$ cat config.mk
export PLATFORM = sky130hd
export DESIGN_NAME = feature_engine_mc
export DESIGN_NICKNAME = d
export VERILOG_FILES = /design/src/rtl/fxp_pkg.sv /design/src/rtl/fe_ema_update.sv /design/src/rtl/feature_engine_mc.sv
export SDC_FILE = /design/constraint.sdc
export NUM_CORES = 2
export LEC_CHECK = 0
export ABC_CLOCK_PERIOD_IN_PS = 17300
export BUFFER_PORTS_ARGS = -buffer_cell sky130_fd_sc_hd__buf_2
export CAP_MARGIN = 20
export CELL_PAD_IN_SITES_DETAIL_PLACEMENT = 0
export CELL_PAD_IN_SITES_GLOBAL_PLACEMENT = 2
export CORE_ASPECT_RATIO = 1.25
export CORE_UTILIZATION = 42
export CTS_BUF_LIST = sky130_fd_sc_hd__clkbuf_4 sky130_fd_sc_hd__clkbuf_8
export DETAILED_ROUTE_END_ITERATION = 16
export PLACE_DENSITY_LB_ADDON = 0.15
export SLEW_MARGIN = 10
export SYNTH_ARGS = -nofsm -noshare
export SYNTH_HDL_FRONTEND = slang
export SYNTH_SLANG_ARGS = --single-unit
$ cat constraint.sdc
create_clock -name clk -period 17.3 [get_ports clk]
set_input_delay 0.865 -clock clk [delete_from_list [all_inputs] [get_ports clk]]
set_output_delay 0.865 -clock clk [all_outputs]
set_load 0.01 [all_outputs]
$ cat src/rtl/fxp_pkg.sv
// fxp_pkg: shared fixed-point helpers and types for the feature engine.
// FE_SATURATE_EN selects clamping instead of wrapping in fxp_red().
package fxp_pkg;

    typedef enum logic [1:0] {NONE = 2'b00, UP = 2'b01, DOWN = 2'b10} fe_cross_t;

    typedef struct packed {
        logic primed;
        logic above;
    } fe_flags_t;

    // Values arrive sign-extended to 64 bits; w is the target width (w <= 62).
    function automatic logic signed [63:0] fxp_sat(input logic signed [63:0] x, input int w);
        logic signed [63:0] hi, lo;
        hi = (64'sd1 <<< (w - 1)) - 64'sd1;
        lo = -(64'sd1 <<< (w - 1));
        return x > hi ? hi : x < lo ? lo : x;
    endfunction

    function automatic logic signed [63:0] fxp_wrap(input logic signed [63:0] x, input int w);
        return (x <<< (64 - w)) >>> (64 - w);
    endfunction

    function automatic logic signed [63:0] fxp_red(input logic signed [63:0] x, input int w);
`ifdef FE_SATURATE_EN
        return fxp_sat(x, w);
`else
        return fxp_wrap(x, w);
`endif
    endfunction

endpackage

$ cat src/rtl/fe_ema_update.sv
// fe_ema_update: one EMA step, ema' = ema + ((ret - ema) >>> SHIFT).
// The saturation flag port exists only with FE_SATURATE_EN.
module fe_ema_update
    import fxp_pkg::*;
#(
    parameter int W     = 32,
    parameter int SHIFT = 2
) (
    input  logic signed [W-1:0] ema_i,
    input  logic signed [W-1:0] ret_i,
    output logic signed [W-1:0] ema_o
`ifdef FE_SATURATE_EN
    ,
    output logic                sat_o
`endif
);
    logic signed [63:0] dx, dr, sx, sr;
    logic signed [W-1:0] step;

    always_comb begin
        dx    = 64'(ret_i) - 64'(ema_i);
        dr    = fxp_red(dx, W);
        step  = W'(dr >>> SHIFT);
        sx    = 64'(ema_i) + 64'(step);
        sr    = fxp_red(sx, W);
        ema_o = W'(sr);
`ifdef FE_SATURATE_EN
        sat_o = (dr != dx) || (sr != sx);
`endif
    end

endmodule

$ cat src/rtl/feature_engine_mc.sv
// feature_engine_mc: per-channel return, fast/slow EMA, warm-up and crossover extractor.
// Define FE_SATURATE_EN for clamped arithmetic and the sat_out port.
module feature_engine_mc
    import fxp_pkg::*;
#(
    parameter int CHANNELS   = 4,
    parameter int W          = 32,
    parameter int FRAC       = 16,
    parameter int FAST_SHIFT = 2,
    parameter int SLOW_SHIFT = 5,
    parameter int WARMUP     = 2,
    localparam int CW        = CHANNELS > 1 ? $clog2(CHANNELS) : 1
) (
    input  logic                clk,
    input  logic                rst,
    input  logic                clr,
    input  logic                in_valid,
    output logic                in_ready,
    input  logic [CW-1:0]       in_chan,
    input  logic signed [W-1:0] price_in,
    output logic                out_valid,
    input  logic                out_ready,
    output logic [CW-1:0]       out_chan,
    output logic signed [W-1:0] ret_out,
    output logic signed [W-1:0] ema_fast_out,
    output logic signed [W-1:0] ema_slow_out,
    output logic                warm_out,
    output logic [1:0]          cross_out,
    output logic                chan_err
`ifdef FE_SATURATE_EN
    ,
    output logic                sat_out
`endif
);
    localparam int CNTW = $clog2(WARMUP + 1);

    logic signed [W-1:0] prev_q [CHANNELS];
    logic signed [W-1:0] emaf_q [CHANNELS];
    logic signed [W-1:0] emas_q [CHANNELS];
    fe_flags_t           flg_q  [CHANNELS];
    logic [CNTW-1:0]     cnt_q  [CHANNELS];

    logic                ov_q, warm_q, err_q;
    logic [CW-1:0]       chan_q;
    logic signed [W-1:0] ret_q, ef_q, es_q;
    fe_cross_t           cross_q;

    logic                acc, ok, new_above, warm_d;
    logic [CW-1:0]       idx;
    logic signed [W-1:0] p_cur, ef_cur, es_cur, ret_n, ef_n, es_n, ret_d, ef_d, es_d;
    logic signed [63:0]  rx, rr;
    fe_flags_t           fl_cur, fl_d;
    logic [CNTW-1:0]     cnt_cur, cnt_d;
    fe_cross_t           cross_d;

`ifdef FE_SATURATE_EN
    logic sat_f, sat_s, sat_q, sat_d;
`endif

    assign in_ready = !ov_q || out_ready;

    // A same-cycle clr makes the sample see a freshly cleared channel.
    always_comb begin
        acc       = in_valid && in_ready;
        ok        = {1'b0, in_chan} < (CW + 1)'(CHANNELS);
        idx       = ok ? in_chan : '0;
        p_cur     = clr ? '0 : prev_q[idx];
        ef_cur    = clr ? '0 : emaf_q[idx];
        es_cur    = clr ? '0 : emas_q[idx];
        fl_cur    = clr ? '0 : flg_q[idx];
        cnt_cur   = clr ? '0 : cnt_q[idx];
        rx        = 64'(price_in) - 64'(p_cur);
        rr        = fxp_red(rx, W);
        ret_n     = W'(rr);
        cnt_d     = cnt_cur == CNTW'(WARMUP) ? cnt_cur : cnt_cur + 1'b1;
        warm_d    = cnt_d == CNTW'(WARMUP);
        new_above = ef_n > es_n;
        ret_d     = fl_cur.primed ? ret_n : '0;
        ef_d      = fl_cur.primed ? ef_n : ef_cur;
        es_d      = fl_cur.primed ? es_n : es_cur;
        fl_d      = '{primed: 1'b1, above: fl_cur.primed ? new_above : fl_cur.above};
        cross_d   = !fl_cur.primed || !warm_d ? NONE :
                    (!fl_cur.above && new_above) ? UP :
                    (fl_cur.above && !new_above) ? DOWN : NONE;
`ifdef FE_SATURATE_EN
        sat_d     = fl_cur.primed && ((rr != rx) || sat_f || sat_s);
`endif
    end

    fe_ema_update #(.W(W), .SHIFT(FAST_SHIFT)) u_fast (
        .ema_i(ef_cur), .ret_i(ret_n), .ema_o(ef_n)
`ifdef FE_SATURATE_EN
        , .sat_o(sat_f)
`endif
    );

    fe_ema_update #(.W(W), .SHIFT(SLOW_SHIFT)) u_slow (
        .ema_i(es_cur), .ret_i(ret_n), .ema_o(es_n)
`ifdef FE_SATURATE_EN
        , .sat_o(sat_s)
`endif
    );

    always_ff @(posedge clk or posedge rst) begin
        if (rst) begin
            for (int c = 0; c < CHANNELS; c++) begin
                prev_q[c] <= '0;
                emaf_q[c] <= '0;
                emas_q[c] <= '0;
                flg_q[c]  <= '0;
                cnt_q[c]  <= '0;
            end
            ov_q    <= 1'b0;
            chan_q  <= '0;
            ret_q   <= '0;
            ef_q    <= '0;
            es_q    <= '0;
            warm_q  <= 1'b0;
            cross_q <= NONE;
            err_q   <= 1'b0;
`ifdef FE_SATURATE_EN
            sat_q   <= 1'b0;
`endif
        end else begin
            if (clr) begin
                for (int c = 0; c < CHANNELS; c++) begin
                    prev_q[c] <= '0;
                    emaf_q[c] <= '0;
                    emas_q[c] <= '0;
                    flg_q[c]  <= '0;
                    cnt_q[c]  <= '0;
                end
            end
            if (acc && !ok) err_q <= 1'b1;
            if (acc && ok) begin
                prev_q[idx] <= fl_cur.primed ? p_cur : price_in;
                emaf_q[idx] <= ef_d;
                emas_q[idx] <= es_d;
                flg_q[idx]  <= fl_d;
                cnt_q[idx]  <= cnt_d;
                ov_q        <= 1'b1;
                chan_q      <= in_chan;
                ret_q       <= ret_d;
                ef_q        <= ef_d;
                es_q        <= es_d;
                warm_q      <= warm_d;
                cross_q     <= cross_d;
`ifdef FE_SATURATE_EN
                sat_q       <= sat_d;
`endif
                if (fl_cur.primed) prev_q[idx] <= price_in;
            end else if (out_ready) begin
                ov_q <= 1'b0;
            end
        end
    end

    assign out_valid    = ov_q;
    assign out_chan     = chan_q;
    assign ret_out      = ret_q;
    assign ema_fast_out = ef_q;
    assign ema_slow_out = es_q;
    assign warm_out     = warm_q;
    assign cross_out    = cross_q;
    assign chan_err     = err_q;
`ifdef FE_SATURATE_EN
    assign sat_out      = sat_q;
`endif

endmodule

==> summary.txt <==
Detailed routing
  – Via-per-instance ratio: 5.92
  – Drt wl/cell: 25.7 µm
  – Via count: 26100
  – Antenna-violating nets left: 0
  – Pre-Repair DR Iteration Count: 5
  – Residual DRC count: 0
  – Total wire length: 113000 µm
  – Iter 0 DRT Violations: 1891

Synthesis
  – Seq/Total Area, Yosys: 0.400
  – Syn_area_per_cell: 9.49 µm²
  – Cells after Synth: 3309
  – Main synth FF type: dfrtp_1
  – Post-Syn Nets: 3533
  – Area leader, netlist: dfrtp_1
  – Post-synth ARST share: 1.00
  – Synth unique cells: 91
  – Ys Warns: 0
  – Top cells by area, synth: dfrtp_1 (40%), ha_1 (7.3%), mux4_2 (6.9%)
  – Mapped Area: 31400 µm²
  – EDFF count, synth: 0
  – Top cell type's share of synthesized area: 0.400
  – Yosys reg bits: 502

Critical path
  – Worst setup path start: in_chan[0]
  – Setup crit end kind: register
  – Most Frequent Cell on Critical Path: a21oi_1
  – Required @ worst endpoint: 17.91 ns
  – Slowest Stage Delay on Critical Path: 0.86 ns
  – Crit Path Max Fanout: 35
  – Crit path kind: in2reg
  – Crit-path slowest cell: xor2_1
  – RR Startpoint: prev_q[32]
  – CP Launch Type: primary input
  – Critical Path AT: 12.78 ns

GRT
  – Total track usage: 0.302
  – First-pass GRT wire length: 171000 µm
  – Pin count of the biggest net entering global routing: 156
  – Vias in the first global route: 26600
  – Grt ovf: 0
  – Initial antenna violation count: 2

Clock tree
  – Root Driver: clkbuf_8
  – CTS Sinks: 502
  – # resized after CTS: 0
  – CTS tree: done
  – Number of CTS-inserted buffers: 87
  – # hold bufs at CTS: 0
  – Max clock buf depth: 3
  – Clock Pin Slew Worst Setup and Hold Paths: 0.06 ns
  – Post-CTS Setup Inserts: 0
  – CTS H-tree lvls: 3
  – Worst skew pair latency: 0.73 ns

Die
  – Die Ht: 308 µm
  – Horiz. Die Dim: 247 µm
  – Starting Density: 0.427
  – Core Box Area: 73600 µm²
  – I/O pins: 143
  – Row cnt: 111
  – Die ar.: 75900 µm²

STA
  – Fin Clk Skew: 0.0665 ns
  – Fmax: 0.0821 GHz
  – Worst slew pin tran: 1.13 ns
  – # setup viols final: 0
  – Slew Limit Fails: 0
  – Total negative slack: 0 ns
  – Tcrit/Tclk final: 0.704
  – Fin. Hold Viols: 0
  – Min Tclk post-route: 12.17 ns
  – RSZ-0062 raised after global routing: no
  – Slew margin rel.: 0.249

Final layout
  – Area of the multi-input gates: 17700 µm²
  – Fill cells: 7123
  – Final core utilization: 0.474
  – Layout cells sized above 1: 0.140
  – NumNets Final: 3611
  – Area Overhead vs Synth: 11.1%
  – Reg area: 12600 µm²

Job
  – # Max-Cap Violations: 0

Placement
  – # port buffers: 141
  – Hpwl dp: 78400 µm
  – Gpl congestion: 0.936

Run status
  – Status: finished clean

Pwr
  – Maximum VDD drop: 0.0849 mV
  – Leak: 0.0168 µW
  – PwrDens: 109 nW/µm²

Hold path
  – Worst hold path type: in2async
## worst max-delay path, delay by kind of cell
kind / cells / cell delay [ns]
and+or+nand+nor: 11 / 1.98
muxes: 2 / 0.78
adders and majority gates: 5 / 1.76
buffers and inverters: 3 / 1.70
AOI/OAI and AO/OA: 17 / 4.09
xor gates and xnor gates: 4 / 1.50
## layer usage
| metal | track usage | vias up | routed length, µm |
|---|---|---|---|
| met3 | 0.0353 | 184 | 5190 |
| met4 | 0.135 | 0 | 5000 |
| met2 | 0.520 | 771 | 56700 |
| li1 | - | 11900 | - |
| met5 | 0 | - | 0 |
| met1 | 0.377 | 13200 | 46300 |
## Yosys cell counts (all sizes together), types with 14 or more instances
| master | n |
|---|---|
| o21a | 27 |
| xnor2 | 103 |
| buf | 32 |
| clkbuf | 176 |
| o31ai | 16 |
| mux2i | 14 |
| nor3 | 29 |
| nand4 | 16 |
| nand2 | 545 |
| a211oi | 85 |
| nand2b | 115 |
| o21ai | 167 |
| inv | 107 |
| a22o | 119 |
| nor2b | 35 |
| ha | 182 |
| mux4 | 96 |
| o21bai | 18 |
| nand3 | 31 |
| nand3b | 224 |
| dfrtp | 502 |
| a21oi | 167 |
| nor2 | 211 |
| xor2 | 42 |
| a21o | 96 |
## worst paths after layout
path / end / slack (ns) / cells after the start
worst min register to register: ema_fast_out[16] / 0.47 / 2
worst max-delay path: flg_q[4] / 5.13 / 42
min in group clk: prev_q[24] / 0.41 / 3
max in group asynchronous: emaf_q[55] / 13.30 / 6
worst min-delay path: prev_q[34] / 0.22 / 2
worst max register to register: flg_q[4] / 6.28 / 44
## layout by cell type (no fill, tap or decap), types with 84 or more instances in the layout
| cell | count |
|---|---|
| a211oi_1 | 84 |
| a21o_1 | 95 |
| a21oi_1 | 166 |
| a22o_1 | 119 |
| buf_2 | 138 |
| clkbuf_8 | 110 |
| dfrtp_1 | 502 |
| ha_1 | 182 |
| inv_1 | 105 |
| mux4_2 | 96 |
| nand2_1 | 541 |
| nand2b_1 | 115 |
| nand3b_1 | 224 |
| nor2_1 | 204 |
| o21ai_0 | 155 |
| xnor2_1 | 101 |
## layout make-up
class                      instances  area share
multi-input combinational       2492       0.508
sequential                       502       0.360
clock buffer                     133      0.0483
tap                              960      0.0344
timing repair buffer             197      0.0343
inverter                         107      0.0117
clock inverter                    10     0.00276
antenna                            2    0.000143
## sequential cells by signal (all words and copies together), names as in the netlist, 8 cells and up
name,cells
emaf_q,128
prev_q,128
ret_out,32
cnt_q,8
ema_fast_out,32
flg_q,8
emas_q,128
ema_slow_out,32
## metrics by stage
step / worst slack, ns / power [µW] / cells / cell area (µm²) / hold WS [ns]
finish: 5.13 / 3800 / 4403 / 34900 / 0.219
global route: 4.55 / 4000 / 4403 / 34900 / 0.289
CTS: 5.07 / 3830 / 4399 / 34800 / 0.239
detailed placement: 4.36 / 2660 / 4256 / 33100 / 0.458
global placement: 4.34 / 2650 / 4253 / 33000 / 0.453
floorplan: 2.42 / 2200 / 3309 / 31400 / 0.445
## power by group
part	internal, µW	total, µW	switching (µW)
Sequential	1240	1280	38.2
Clock	632	1150	515
Combinational	491	1370	882
## cells by family (layout without fill, tap and decap cells)
logic type	count (synthesis)	in the layout	synth area share
flip-flops	502	502	0.400
XOR/XNOR	149	149	0.0445
adder cells (fa/ha/maj)	187	187	0.0751
other	1	3	0.000119
buffers and inverters	315	447	0.0381
AO/OA/AOI/OAI	778	778	0.169
AND/OR/NAND/NOR	1265	1265	0.199
multiplexers	112	112	0.0740
Power figures use the tool's default switching activity.
